File: config.mk
export PLATFORM = sky130hd
export DESIGN_NAME = tile_lanes
export DESIGN_NICKNAME = d
export VERILOG_FILES = /design/src/rtl/tile_pkg.sv /design/src/rtl/tile_lane.sv /design/src/rtl/tile_lanes.sv
export SDC_FILE = /design/constraint.sdc
export NUM_CORES = 1
export LEC_CHECK = 0
export ABC_AREA = 1
export BUFFER_PORTS_ARGS = -buffer_cell sky130_fd_sc_hd__buf_2
export CORE_ASPECT_RATIO = 0.5
export CORE_UTILIZATION = 57
export DETAILED_ROUTE_END_ITERATION = 7
export PLACE_DENSITY = 0.9
export SLEW_MARGIN = 15
export SYNTH_ARGS = -nofsm -noshare
export SYNTH_HDL_FRONTEND = slang
export SYNTH_SLANG_ARGS = --single-unit
File: constraint.sdc
create_clock -name frame_clk -period 4.4 [get_ports frame_clk]
set_clock_uncertainty 0.1 [all_clocks]
set_input_delay 0.22 -clock frame_clk [delete_from_list [all_inputs] [get_ports frame_clk]]
set_output_delay 0.22 -clock frame_clk [all_outputs]
set_load 0.005 [all_outputs]
File: src/rtl/tile_pkg.sv
// tile_pkg: shared types and default geometry for the falling-tile lanes.
//   lane_state_t : per-lane FSM state (IDLE, FALL)
//   Y_W          : width of a tile's top-row position
//   *_D          : default screen geometry used as parameter defaults
`timescale 1ns/1ps
package tile_pkg;

  typedef enum logic {
    IDLE = 1'b0,
    FALL = 1'b1
  } lane_state_t;

  localparam int Y_W        = 10;
  localparam int Y_MAX_D    = 479;
  localparam int TILE_H_D   = 120;
  localparam int HIT_LINE_D = 400;

endpackage

File: src/rtl/tile_lane.sv
// tile_lane: one falling-tile lane. Holds the lane FSM, the tile's top-row
// position and the registered one-frame event pulses.
// Ports:
//   frame_clk   - frame clock, one tick per video frame
//   Reset       - asynchronous reset, active-high
//   spawn       - launch a tile at the top (ignored while falling)
//   key_hit     - one-frame key pulse for this lane
//   speed       - rows advanced per frame
//   tile_y      - registered top-row position
//   tile_active - registered: lane holds a falling tile
//   hit_ok      - pulse: tile hit inside the window
//   hit_bad     - pulse: key pressed without a hittable tile
//   miss        - pulse: tile left the screen unhit
//   hit_now     - combinational: a hit is being accepted at the coming edge
//                 (lets the score update on the same edge as hit_ok)
// Optional feature: TILE_LANES_WRAP_EN - an unhit tile wraps to the top and
// keeps falling instead of returning to IDLE.
`timescale 1ns/1ps
module tile_lane
  import tile_pkg::*;
#(
  parameter int Y_MAX    = Y_MAX_D,
  parameter int TILE_H   = TILE_H_D,
  parameter int HIT_LINE = HIT_LINE_D,
  parameter int SPEED_W  = 4
) (
  input  logic               frame_clk,
  input  logic               Reset,
  input  logic               spawn,
  input  logic               key_hit,
  input  logic [SPEED_W-1:0] speed,
  output logic [Y_W-1:0]     tile_y,
  output logic               tile_active,
  output logic               hit_ok,
  output logic               hit_bad,
  output logic               miss,
  output logic               hit_now
);

  // One extra bit so y+speed and y+TILE_H never wrap.
  localparam logic [Y_W:0] Y_MAX_L    = (Y_W+1)'(Y_MAX);
  localparam logic [Y_W:0] TILE_H_L   = (Y_W+1)'(TILE_H);
  localparam logic [Y_W:0] HIT_LINE_L = (Y_W+1)'(HIT_LINE);

  lane_state_t    state;
  logic [Y_W:0]   y_ext;
  logic [Y_W:0]   y_step;
  logic           in_window;

  assign y_ext     = {1'b0, tile_y};
  assign y_step    = y_ext + (Y_W+1)'(speed);
  assign in_window = (y_ext + TILE_H_L) > HIT_LINE_L;
  assign hit_now   = (state == FALL) && key_hit && in_window;

  always_ff @(posedge frame_clk or posedge Reset) begin
    if (Reset) begin
      state       <= IDLE;
      tile_y      <= '0;
      tile_active <= 1'b0;
      hit_ok      <= 1'b0;
      hit_bad     <= 1'b0;
      miss        <= 1'b0;
    end else begin
      hit_ok  <= 1'b0;
      hit_bad <= 1'b0;
      miss    <= 1'b0;
      case (state)
        IDLE: begin
          tile_y  <= '0;
          hit_bad <= key_hit;
          if (spawn) begin
            state       <= FALL;
            tile_active <= 1'b1;
          end
        end
        FALL: begin
          if (hit_now) begin
            // A hit takes priority over a simultaneous miss.
            hit_ok      <= 1'b1;
            state       <= IDLE;
            tile_active <= 1'b0;
            tile_y      <= '0;
          end else begin
            // An early key press is flagged but the tile keeps moving.
            hit_bad <= key_hit;
            if (y_step > Y_MAX_L) begin
              miss   <= 1'b1;
              tile_y <= '0;
`ifdef TILE_LANES_WRAP_EN
              state       <= FALL;
              tile_active <= 1'b1;
`else
              state       <= IDLE;
              tile_active <= 1'b0;
`endif
            end else begin
              tile_y <= y_step[Y_W-1:0];
            end
          end
        end
        default: begin
          state       <= IDLE;
          tile_active <= 1'b0;
          tile_y      <= '0;
        end
      endcase
    end
  end

endmodule

File: src/rtl/tile_lanes.sv
// tile_lanes: LANES independent falling-tile lanes plus a shared score.
// Ports:
//   frame_clk   - frame clock, one tick per video frame
//   Reset       - asynchronous reset, active-high
//   spawn       - per-lane tile launch request
//   key_hit     - per-lane one-frame key pulse
//   speed       - rows advanced per frame, shared by all lanes
//   tile_y      - packed top-row positions, lane i at [10i+9:10i]
//   tile_active - per-lane falling-tile flag
//   hit_ok      - per-lane pulse: hit inside the window
//   hit_bad     - per-lane pulse: key with no hittable tile
//   miss        - per-lane pulse: tile left the screen unhit
//   score       - saturating hit count
// Optional feature: TILE_LANES_WRAP_EN (see tile_lane) - unhit tiles wrap.
`timescale 1ns/1ps
module tile_lanes
  import tile_pkg::*;
#(
  parameter int LANES    = 4,
  parameter int Y_MAX    = Y_MAX_D,
  parameter int TILE_H   = TILE_H_D,
  parameter int HIT_LINE = HIT_LINE_D,
  parameter int SPEED_W  = 4
) (
  input  logic                 frame_clk,
  input  logic                 Reset,
  input  logic [LANES-1:0]     spawn,
  input  logic [LANES-1:0]     key_hit,
  input  logic [SPEED_W-1:0]   speed,
  output logic [LANES*Y_W-1:0] tile_y,
  output logic [LANES-1:0]     tile_active,
  output logic [LANES-1:0]     hit_ok,
  output logic [LANES-1:0]     hit_bad,
  output logic [LANES-1:0]     miss,
  output logic [15:0]          score
);

  logic [LANES-1:0] hit_now;
  logic [16:0]      score_sum;
  logic [15:0]      score_next;

  genvar gi;
  generate
    for (gi = 0; gi < LANES; gi++) begin : g_lane
      tile_lane #(
        .Y_MAX    (Y_MAX),
        .TILE_H   (TILE_H),
        .HIT_LINE (HIT_LINE),
        .SPEED_W  (SPEED_W)
      ) u_lane (
        .frame_clk   (frame_clk),
        .Reset       (Reset),
        .spawn       (spawn[gi]),
        .key_hit     (key_hit[gi]),
        .speed       (speed),
        .tile_y      (tile_y[gi*Y_W +: Y_W]),
        .tile_active (tile_active[gi]),
        .hit_ok      (hit_ok[gi]),
        .hit_bad     (hit_bad[gi]),
        .miss        (miss[gi]),
        .hit_now     (hit_now[gi])
      );
    end
  endgenerate

  // Add the popcount of this frame's hits in one step; the 17th bit
  // catches overflow so the score can clamp at all-ones.
  always_comb begin
    score_sum = {1'b0, score};
    for (int i = 0; i < LANES; i++) begin
      score_sum = score_sum + 17'(hit_now[i]);
    end
    score_next = score_sum[16] ? 16'hFFFF : score_sum[15:0];
  end

  always_ff @(posedge frame_clk or posedge Reset) begin
    if (Reset) begin
      score <= '0;
    end else begin
      score <= score_next;
    end
  end

endmodule
Word-level counts from Yosys, hierarchy flattened
Index checks and enable logic that the tools add are counted.
Word-level totals
  bits in registers: 76
  input port bits: 14
  output and inout port bits: 72
  logic and storage cells: 142
Cells by class
  add/subtract/negate cells: 12
  order comparisons: 8
  equal/unequal tests: 8
  multiplexer cells: 73
  bitwise logic cells: 4
  reduce and logical (&&, ||, !) cells: 12
Operators by type and width (count)
  $gt A11 B9 Y1 const B: 8
  $mux W10: 8
  $pmux W10 S2: 4
  $add A17 B1 Y17: 3
  $mux W1: 48
  $add A10 B4 Y11: 4
  $add A10 B7 Y11 const B: 4
  $pmux W1 S2: 12
  $add A16 B1 Y17: 1
  $mux W16: 1
  $ne A3 B2 Y1 const B: 4
  $logic_and A1 B1 Y1: 8
  $ne A2 B2 Y1 const B: 4
  $reduce_and A2 Y1: 4
  $not A1 Y1: 4

Logic depth before layout (Yosys ltp)
Gate-level depths: netlist (run 1).
  depth after elaboration: 8
  depth in mapped cells: 27
  mapped depth without buffers: 27

Hierarchy
A second synthesis (run 1) with hierarchy kept.
Second synthesis, totals
  cell total of the unflattened synthesis: 709
  area total of the unflattened synthesis: 5038.6 µm²
By module, submodules not included
  tile_lane at g_lane[0].u_lane ...: instances 3, cells an instance 147, area an instance 1024.7 µm², sequential area each 375.4 µm²
  tile_lane at g_lane[2].u_lane: instances 1, cells an instance 149, area an instance 1008.5 µm², sequential area each 375.4 µm²
  tile_lanes: instances 1, cells an instance 119, area an instance 955.9 µm², sequential area each 400.4 µm²

Worst setup path before layout (run 1)
Ideal clock, no wire load.
  kind: register to register
  start point: register g_lane[2].u_lane.tile_y[4]
  end point: register score[10]
  setup time: 0.070 ns
  arrival: 3.370 ns
  data required time: 4.230 ns
  setup slack: 0.860 ns
  stages on the path, launching flop included: 24
  path buffers: 0
  period minus slack after synthesis: 3.540 ns
  path through: dfrtp_1 > inv_2 > ha_1 > inv_1 > nand2_1 > o21ai_0 > o2bb2ai_1 > nand2_1 > nand2_2 > inv_1 > fa_1 > inv_1 > fa_1 > inv_1 > fa_1 > nand2_1 > inv_1 > nand3_1 > inv_1 > nand3_1 > nor2_1 > nand2_1 > or2_2 > nand3_1
On the way
  longest elaborated chain between the ends: 6
RTL lines
  start: declaration: RTL line tile_lane.sv:32  | output logic [Y_W-1:0] tile_y,
  start signal: assignment: RTL line tile_lane.sv:97  | tile_y <= y_step[Y_W-1:0];
  $add A10 B7 Y11: RTL line tile_lane.sv:52  | assign in_window = (y_ext + TILE_H_L) > HIT_LINE_L;
  $gt A11 B9 Y1: RTL line tile_lane.sv:52
  $logic_and A1 B1 Y1: RTL line tile_lane.sv:53  | assign hit_now = (state == FALL) && key_hit && in_window;
  $add A17 B1 Y17 (2 in series): RTL line tile_lanes.sv:71  | score_sum = score_sum + 17'(hit_now[i]);
  $mux W16: RTL line tile_lanes.sv:73  | score_next = score_sum[16] ? 16'hFFFF : score_sum[15:0];
  named net score_next[10]: RTL line tile_lanes.sv:40  | logic [15:0] score_next;
  end signal: assignment: RTL line tile_lanes.sv:80  | score <= score_next;
  end: declaration: RTL line tile_lanes.sv:35  | output logic [15:0] score
The timed path passes the listed nets, and every way through them passes these cells.
A chain may end at the register's enable or synchronous reset.

Worst setup path in the final report (run 1)
  start point: register g_lane[2].u_lane.tile_y[4]
  end point: register score[15]
Same word-level chain as after synthesis.

==> impl_results.md, run 1 <==
* Clk sink count at 76
* Yosys top cell area share at 38.73%
* Ys Warns at 0
* Placed Instance Area at between 5000 and 6000 sq um
* Area of the multi-input gates at 2542 sq um
* GRT Overall Usage at 25.32%
* Max Buffers Root-to-Sink at 2
* Post-route minimum period at 4.004 ns
* Post-synthesis simple-gate area fraction at 35.21%
* Largest net degree at the start of global routing at 54
* Antenna Violating Nets Remaining at 0
* FF+latch count, synth at 76
* Ant diodes at 0
* Routability congestion estimate at 0.9248
* Critical Path RT at 4.54 ns
* Synth top area cells: dfrtp_1, nand2_1, inv_1, ha_1, nand3_1
* XOR/XNOR Fraction of Synth Area at under 10%
* Synth Area in Compound Gates at 5.376%
* Routed len/inst at 12.80 microns
* Overall die area at 9014 sq um
* Crit path arrival time at 4.14 ns
* IO buf count at 85
* Die Y at 67.64 microns
* Slew at the pin with the worst max-slew slack at around 0.67 ns
* Hold WC Path Type: in -> reg
* Slew margin rel. at between 50% and 60%
* # nets final at 755
* Die width at 133.3 microns
* Initial antenna violation count at 0
* Crit Path Max Fanout at 8
* Drt via density at 5.194
* Synth top cells by count: nand2_1, inv_1, dfrtp_1
* CORE AREA at 8173 sq um
* Adder-cell share of the synthesized area at 8.204%
* DR iter-0 viols at 329
* Max-cap viol count at 0
* Share of layout cells above drive strength 1 at 21.48%
* Htree depth at 3
* Synth cell types at 36
* Clock latency on the worst-skew pair at around 0.34 ns
* Row count at 23
* Post-synth top flop: dfrtp_1
* Mapped Cells at 632
* Cell count after placement at just over 800
* Layout area overhead at 15.18%
* LEAKAGE at 3.142 nW
* Synth area leader: dfrtp_1
* CTS Root Cell: clkbuf_16
* # setup viols final at 0
* Hold Vio Cnt, Final at 0
* HPWL Detailed at roughly 8000 microns
* Io pins at 86
* First-pass GRT wire length at approximately 18000 microns
* Drt first pass iters at 5
* Setup TNS at 0 ns
* Clock transition at the registers of the reported paths at 0.05 ns
* Routed WL at ~11000 microns
* Filler instances at 650
* Final instance area at 5657 sq um
* Remaining Overflow, GRT at 0
* Largest family of logic cells by synthesized area: simple AND/OR/NAND/NOR gates
* Sequential element share of the synthesized area at 38.73%
* Final-report max-slew violation count at 0
* PostCTS Resize Cnt at 0
* CP startpoint kind: flip-flop
* Final cell count without fillers at 829
* Vias at 4306
* Critical path class: reg -> reg
* Avg Inst Size Synth at 7.771 sq um
* Status: finished clean
* Critical path capture point type: flip-flop
* Ys async rst share at 100.0%
* Mux cell area share after synthesis at 0%
* Number of synthesized flops with an enable pin at 0
* RSZ-0062 raised after global routing: no
* VDD IR max at ~0.00022 V
* Register area at 1902 sq um
* Via count of the first global-routing pass at 3959
* Initial Util at 60.09%
* Fmax at roughly 0.25 GHz
* CTS buffer count at 9
* Residual DRC at 0
* Fin crit share at 90.99%
* Count leader, synth: nand2_1
* Synth Cell Area at 4911 sq um
* CTS tree: built
* Power Density at 352.2 nW/um^2
[per-layer routing]
| layer | GRT usage, % | vias to the layer above | wire (microns) |
|---|---|---|---|
| met5 | 0 | - | 0 |
| li1 | - | 2161 | - |
| met2 | 42.90 | 116 | 5024 |
| met3 | 6.381 | 13 | 545 |
| met4 | 9.233 | 0 | 165 |
| met1 | 32.03 | 2016 | 4877 |
[cells in the final DEF (no fill, tap or decap), drive strengths merged, types with 12 or more instances in the layout]
cell,count
clkbuf,14
nor3b,15
a21oi,21
inv,84
nand2,198
buf,86
o21ai,24
nand3,47
ha,21
nor2,52
nand4,12
nor3,27
dfrtp,76
[final cells by class]
| type | instances | share of cell area [%] |
|---|---|---|
| multi-input cells | 454 | 44.95 |
| clock buffers | 14 | 4.844 |
| well taps | 112 | 2.477 |
| flip-flops and latches | 76 | 33.62 |
| clock inverters | 1 | 0.5309 |
| inverters | 84 | 5.574 |
| repair buffers | 88 | 8.007 |
[where the power goes]
group | internal, mW | total [mW] | leakage [nW] | switching [mW]
clock network | 0.483 | 0.752 | 0.149 | 0.269
registers | 0.767 | 0.835 | 0.995 | 0.0680
logic | 0.163 | 0.405 | 2.00 | 0.242
[kinds of logic (layout without fill, tap and decap cells)]
logic type	count (synthesis)	in the layout
AO/OA/AOI/OAI	49	49
XOR/XNOR	15	15
adder cells (fa/ha/maj)	28	28
buffers and inverters	105	187
flip-flops	76	76
other	1	4
AND/OR/NAND/NOR	358	358
[worst max-delay path, stage by stage, from the launching register on]
cell	delay (ns)
dfrtp_1	0.51
inv_2	0.10
ha_1	0.22
inv_1	0.09
nand2_1	0.08
o21ai_0	0.17
o2bb2ai_1	0.13
nand2_1	0.08
nand2_2	0.09
inv_1	0.07
fa_1	0.48
inv_1	0.06
fa_1	0.38
inv_1	0.10
fa_1	0.19
nand2_1	0.06
inv_1	0.09
nand3_1	0.11
inv_1	0.07
nand3_1	0.08
nor2_1	0.17
nand2_1	0.16
nand4_1	0.14
a21boi_0	0.22
[registers in the layout, indices dropped and copies added, names as in the netlist]
register                   cells
score                         16
g_lane.u_lane.tile_active      4
g_lane.u_lane.tile_y          40
g_lane.u_lane.miss             4
g_lane.u_lane.state            4
g_lane.u_lane.hit_bad          4
g_lane.u_lane.hit_ok           4
[repair_timing]
| action | 4_1_cts | 5_1_grt |
|---|---|---|
| hold endpoints to repair | 24 | 0 |
| setup buffers | 0 | 0 |
| hold buffers | 2 | 0 |
[path summary, 6_finish.rpt]
path / slack, ns / endpoint / startpoint / cells past startpoint
setup reg to reg: 0.40 / score[15]$_DFF_PP0_ / g_lane[2].u_lane.tile_y[4]$_DFF_PP0_ / 23
setup / recovery: 0.40 / score[15]$_DFF_PP0_ / g_lane[2].u_lane.tile_y[4]$_DFF_PP0_ / 23
max in group asynchronous: 2.80 / g_lane[3].u_lane.tile_y[8]$_DFF_PP0_ / Reset / 4
hold reg to reg: 0.40 / g_lane[2].u_lane.tile_active$_DFFE_PP0P_ / g_lane[2].u_lane.state$_DFF_PP0_ / 1
hold / removal: 0.01 / g_lane[3].u_lane.hit_bad$_DFF_PP0_ / key_hit[3] / 3
min in group asynchronous: 0.36 / g_lane[1].u_lane.tile_y[9]$_DFF_PP0_ / Reset / 3
[per-stage QoR]
stage	hold WS (ns)	power (mW)	setup WS (ns)	utilization [%]
global route	0.02068	2.099	0.03897	69.21
CTS	0.003758	2.007	0.4111	69.21
floorplan	0.2259	1.139	0.8602	-
finish	0.01252	1.992	0.3963	69.21
detailed placement	0.1763	1.249	0.4256	65.25
global placement	0.1839	1.231	0.6789	65.25
No activity file was read; power rests on OpenSTA's default activity.
==> run 2: changes to the inputs <==
CELL_PAD_IN_SITES_DETAIL_PLACEMENT = 0   (was not set)
CELL_PAD_IN_SITES_GLOBAL_PLACEMENT = 2   (was not set)
CORE_UTILIZATION = 33   (was 57)
==> impl_results.md, run 2 (synthesis gave the netlist of run 1 again) <==
* Die Y at 88.26 microns (+30%)
* Clock transition at the registers of the reported paths at 0.06 ns (about the same)
* # setup viols final at 0 (unchanged)
* Crit path arrival time at 4.07 ns (-0.07 ns)
* CORE AREA at 14510 sq um (+77%)
* Setup WS pre-CTS at 0.5001 ns (+0.07444 ns)
* Initial antenna violation count at 0 (unchanged)
* CP max-delay cell: dfrtp_1
* Power Density at 337.1 nW/um^2 (-4.3%)
* Io pins at 86 (unchanged)
* PostCTS Resize Cnt at 0 (unchanged)
* Clock latency on the worst-skew pair at 0.33 ns (about the same)
* Power Total at 1.949 mW (-2.2%)
* Cell Chain, Critical Path: inv_2, ha_1, inv_1, nand2_1, o21ai_0, o2bb2ai_1, nand2_1, nand2_2, inv_1, fa_1, inv_1, fa_1, inv_1, fa_1, nand2_1, inv_1, nand3_1, inv_1, nand3_1, nor2_1, nand2_1, nor2_1, nand2_1, nand3_1
* Drt first pass iters at 4 (-1)
* Critical path class: reg -> reg
* Post-route minimum period at 3.899 ns (-0.1042 ns)
* Fin crit share at 88.62% (-2.4 points)
* Slew at the pin with the worst max-slew slack at 0.8118 ns (+0.1449 ns)
* HPWL Detailed at 8850 microns (+9.9%)
* Max reg flops at 40 (unchanged)
* Routability congestion estimate at 0.7761 (-16%)
* Clock power share at 36.1% (-1.6 points)
* CTS tree: built
* Leading cell type in the layout, fill and taps excluded: nand2_1
* Initial Util at 33.85% (-26 points)
* Status: finished clean
* Max Buffers Root-to-Sink at 2 (unchanged)
* Hold WC Path Type: in -> reg
* Row count at 31 (+35%)
* # nets final at 759 (+0.53%)
* Top Registers: g_lane.u_lane.tile_y: 40 flops, score: 16 flops
* Logic pwr share at 21.0% (+0.7 points)
* Critical path capture point type: flip-flop
* Final-report max-slew violation count at 0 (unchanged)
* Routed WL at 11630 microns (+9.6%)
* Via count of the first global-routing pass at 3910 (-1.2%)
* Fin util at 39.86% (-29 points)
* Total setup buffers inserted after CTS at 0 (unchanged)
* Share of layout cells above drive strength 1 at 21.61% (+0.13 points)
* Switching Fraction at 31.07% (+2.0 points)
* CTS buffer count at 9 (unchanged)
* Routed len/inst at 12.64 microns (-1.2%)
* CP startpoint kind: flip-flop
* Crit Path Max Fanout at 8 (unchanged)
* Largest Register: g_lane.u_lane.tile_y
* Worst hold margin at 0.02679 ns (+0.01427 ns)
* CTS Root Cell: clkbuf_16
* Final setup margin at 0.5005 ns (+0.1042 ns)
* Hold Vio Cnt, Final at 0 (unchanged)
* Layout area overhead at 17.73%
* NetSw at 0.6055 mW (+4.6%)
* Internal power at 1.343 mW (-5.0%)
* Slew margin rel. at 45.88% (-9.7 points)
* GRT Overall Usage at 15.96% (-9.4 points)
* Largest net degree at the start of global routing at 46 (-15%)
* Htree depth at 3 (unchanged)
* Fmax at 0.2564 GHz (+2.7%)
* Remaining Overflow, GRT at 0 (unchanged)
* Drt via density at 4.543 (-13%)
* RSZ-0062 raised after global routing: no
* Overall die area at 15400 sq um (+71%)
* Setup TNS at 0 ns (unchanged)
* Vias at 4180 (-2.9%)
* IO buf count at 85 (unchanged)
* Residual DRC at 0 (unchanged)
* Sequential Power Share at 43.0% (+1.1 points)
* LEAKAGE at 3.152 nW (+0.31%)
* CP dominant cell by count: inv_1
* Commonest non-fill, non-tap cells in the layout: nand2_1, buf_2, inv_1, dfrtp_1, nor2_1
* DR iter-0 viols at 233 (-29%)
* VDD IR max at 0.0002406 V (+8.8%)
* Critical Path Max Stage Delay at 0.51 ns (about the same)
* Max-cap viol count at 0 (unchanged)
* Die width at 174.5 microns (+31%)
* Antenna Violating Nets Remaining at 0 (unchanged)
* R2R Setup Slk at 0.50 ns (+0.10 ns)
* First-pass GRT wire length at 19450 microns (+9.1%)
* Critical Path RT at 4.57 ns (+0.03 ns)
* Clk sink count at 76 (unchanged)
* Ant diodes at 0 (unchanged)
## run 2: worst paths after layout
| kind | cells after the start | from | endpoint |
|---|---|---|---|
| max in group asynchronous | 4 | Reset | g_lane[3].u_lane.tile_y[4]$_DFF_PP0_ |
| min reg2reg | 1 | g_lane[2].u_lane.state$_DFF_PP0_ | g_lane[2].u_lane.tile_active$_DFFE_PP0P_ |
| min in group asynchronous | 3 | Reset | score[7]$_DFF_PP0_ |
| max reg2reg | 24 | g_lane[2].u_lane.tile_y[4]$_DFF_PP0_ | score[13]$_DFF_PP0_ |
| max | 24 | g_lane[2].u_lane.tile_y[4]$_DFF_PP0_ | score[13]$_DFF_PP0_ |
| min | 3 | spawn[2] | g_lane[2].u_lane.state$_DFF_PP0_ |
## run 2: layout make-up
type,count,area [sq um]
Sequential cell,76,1902
Tap cell,198,247.7
Multi-Input combinational cell,454,2542
Fill cell,1563,8725
Timing Repair Buffer,92,493.0
Clock buffer,12,256.5
Clock inverter,4,23.77
Inverter,84,316.6
## run 2: through the flow
stage	std cells	instance area, sq um
4_1_cts	920	5782
3_3_place_gp	898	5441
2_1_floorplan	635	4922
3_5_place_dp	898	5441
6_report	920	5782
5_1_grt	920	5782
## run 2: worst max-delay path, delay by kind of cell (launching register included)
family | cells | cell delay (ns)
adders and majority gates | 4 | 1.25
and+or+nand+nor | 11 | 1.11
buffers and inverters | 7 | 0.55
DFF | 1 | 0.51
AOI/OAI and AO/OA | 2 | 0.30
## run 2: power by group through the flow
stage                     Clock [mW]  Combinational, mW  Sequential [mW]
after floorplan                    0              0.300            0.839
after global placement             0              0.406            0.847
after detailed placement           0              0.409            0.850
after CTS                      0.729              0.416            0.838
after global routing           0.758              0.472            0.850
final                          0.703              0.409            0.838
## run 2: timing repair
| action | 4_1_cts | 5_1_grt |
|---|---|---|
| hold buffers | 6 | 0 |
| setup endpoints to repair | 0 | 0 |
| hold endpoints to repair | 49 | 0 |
## run 2: per-layer routing
layer	wire [microns]	GRT usage (%)	vias up
met2	5022	24.74	78
li1	-	-	2163
met1	5928	22.18	1932
met5	0	0	-
met4	94	4.111	0
met3	587	4.296	7
==> run 3: changes to the inputs <==
CORE_UTILIZATION = 29   (was 33)
PLACE_DENSITY = 0.85   (was 0.9)
clock period = 3.55 ns   (was 4.4 ns; I/O delays follow)
==> impl_results.md, run 3 (synthesis gave the netlist of run 1 again) <==
* CTS Root Cell: clkbuf_16
* Antenna Violating Nets Remaining at 0 (unchanged)
* Clock power share at 40.2% (+4.1 points)
* Critical Path Max Stage Delay at 0.51 ns (about the same)
* Clock transition at the registers of the reported paths at 0.06 ns (about the same)
* Final setup margin at 0.1880 ns (-0.3125 ns)
* Crit path arrival time at 3.54 ns (-0.53 ns)
* RSZ-0062 raised after global routing: yes
* CP dominant cell by count: inv_2
* Setup TNS at 0 ns (unchanged)
* Overall die area at 17490 sq um (+14%)
* Routed len/inst at 12.66 microns (+0.10%)
* Share of layout cells above drive strength 1 at 29.06% (+7.5 points)
* Fin util at 38.18% (-1.7 points)
* CORE AREA at 16470 sq um (+14%)
* Initial antenna violation count at 0 (unchanged)
* Die width at 186.0 microns (+6.6%)
* Slew margin rel. at 58.21% (+12 points)
* Crit Path Max Fanout at 5 (-3)
* Post-route minimum period at 3.362 ns (-0.5375 ns)
* Sequential Power Share at 38.7% (-4.3 points)
* Max Buffers Root-to-Sink at 2 (unchanged)
* Critical Path RT at 3.73 ns (-0.84 ns)
* CTS tree: built
* Row count at 33 (+6.5%)
* DR iter-0 viols at 211 (-9.4%)
* Commonest non-fill, non-tap cells in the layout: nand2_1, buf_2, dfrtp_1, inv_1, nor2_1
* Max-cap viol count at 0 (unchanged)
* CP startpoint kind: flip-flop
* Power Total at 2.678 mW (+37%)
* Drt via density at 4.385 (-3.5%)
* Critical path class: reg -> reg
* R2R Setup Slk at 0.19 ns (-0.31 ns)
* Largest Register: g_lane.u_lane.tile_y
* Max reg flops at 40 (unchanged)
* First-pass GRT wire length at 20810 microns (+7.0%)
* Placed Instance Area at 5680 sq um (+4.4%)
* Residual DRC at 0 (unchanged)
* IO buf count at 85 (unchanged)
* Initial Util at 29.81% (-4.0 points)
* VDD IR max at 0.0002105 V (-13%)
* NetSw at 0.7817 mW (+29%)
* Htree depth at 3 (unchanged)
* Slew at the pin with the worst max-slew slack at 0.6269 ns (-0.1849 ns)
* Leading cell type in the layout, fill and taps excluded: nand2_1
* Logic pwr share at 21.1% (about the same)
* Fmax at 0.2974 GHz (+16%)
* Status: finished clean
* Final-report max-slew violation count at 0 (unchanged)
* Final instance area at 6290 sq um (+8.8%)
* Largest net degree at the start of global routing at 49 (+6.5%)
* CP max-delay cell: fa_1
* Hold Vio Cnt, Final at 0 (unchanged)
* LEAKAGE at 3.377 nW (+7.1%)
* Routability congestion estimate at 0.8382 (+8.0%)
* Power Density at 425.8 nW/um^2 (+26%)
* Setup WS pre-CTS at -0.1996 ns (-0.6997 ns)
* Fin crit share at 94.70% (+6.1 points)
* Die Y at 94.02 microns (+6.5%)
* Clk sink count at 76 (unchanged)
* Clock latency on the worst-skew pair at 0.34 ns (about the same)
* Via count of the first global-routing pass at 4232 (+8.2%)
* HPWL Detailed at 9338 microns (+5.5%)
* Cell count after placement at 954 (+6.2%)
* CTS buffer count at 9 (unchanged)
* Routed WL at 12450 microns (+7.1%)
* Worst hold margin at 0.2193 ns (+0.1925 ns)
* GRT Overall Usage at 15.16% (-0.79 points)
* Switching Fraction at 29.19% (-1.9 points)
* # nets final at 794 (+4.6%)
* # setup viols final at 0 (unchanged)
* Layout area overhead at 28.08%
* Critical path capture point type: flip-flop
* Hold WC Path Type: in -> reg
* Remaining Overflow, GRT at 0 (unchanged)
* Ant diodes at 0 (unchanged)
* Internal power at 1.896 mW (+41%)
* Final cell count without fillers at 984 (+7.0%)
* Top Registers: g_lane.u_lane.tile_y: 40 flops, score: 16 flops
* Vias at 4315 (+3.2%)
* Io pins at 86 (unchanged)
* Drt first pass iters at 5 (+1)
-- run 3: cell count changes in the layout (fill, tap and decap cells not counted), moves of 3 or more --
cell,before,now
buf_4,1,32
inv_1,80,71
inv_2,3,11
nand2_1,183,176
nand2_2,12,18
nand3_1,45,40
nand3_2,2,6
nor2_1,48,44
nor2_4,0,4
bufinv_16,0,3
dlygate4sd3_1,6,9
-- run 3: metal layers --
layer	up-vias	track usage [%]	routed length (microns)	part of all wire (%)
met5	-	0	0	0
met4	0	4.235	119	0.96
met3	8	3.605	487	3.9
met2	56	24.41	5699	46
met1	2007	20.24	6148	49
li1	2244	-	-	-
-- run 3: critical path, delay by kind of cell, from the launching register on --
family                     cells  cell delay [ns]
DFF                            1             0.40
AOI/OAI and AO/OA              1             0.07
buffers and inverters          6             0.41
and+or+nand+nor               14             1.15
adders and majority gates      4             1.21
-- run 3: path summary, 6_finish.rpt --
check	depth (start not counted)	from	end
max reg2reg	25	g_lane[0].u_lane.tile_y[3]$_DFF_PP0_	score[10]$_DFF_PP0_
min in group asynchronous	3	Reset	score[4]$_DFF_PP0_
min reg2reg	1	g_lane[0].u_lane.state$_DFF_PP0_	g_lane[0].u_lane.tile_active$_DFFE_PP0P_
min	3	speed[0]	g_lane[0].u_lane.tile_y[0]$_DFF_PP0_
max	25	g_lane[0].u_lane.tile_y[3]$_DFF_PP0_	score[10]$_DFF_PP0_
max in group asynchronous	4	Reset	g_lane[0].u_lane.hit_bad$_DFF_PP0_
-- run 3: layout make-up --
cell class	count	area [sq um]
clock buffers	10	239.0
inverters	84	319.1
clock inverters	6	111.4
multi-input cells	454	2668
well taps	227	284.0
fillers	1705	10180
repair buffers	127	767.0
flip-flops and latches	76	1902
-- run 3: repair_timing --
item / CTS / global route
hold buffers: 9 / 0
setup endpoints to repair: 6 / 16
buffers inserted: 0 / 5
gates resized for setup: 10 / 35
pin swaps: 3 / 8
endpoints found under the hold margin: 36 / 0
-- run 3: power groups by stage --
stage / Clock, mW / Sequential (mW) / Combinational [mW]
detailed placement: 0 / 1.05 / 0.540
CTS: 1.11 / 1.03 / 0.557
global route: 1.14 / 1.05 / 0.651
finish: 1.08 / 1.04 / 0.566
global placement: 0 / 1.04 / 0.538
floorplan: 0 / 1.04 / 0.372
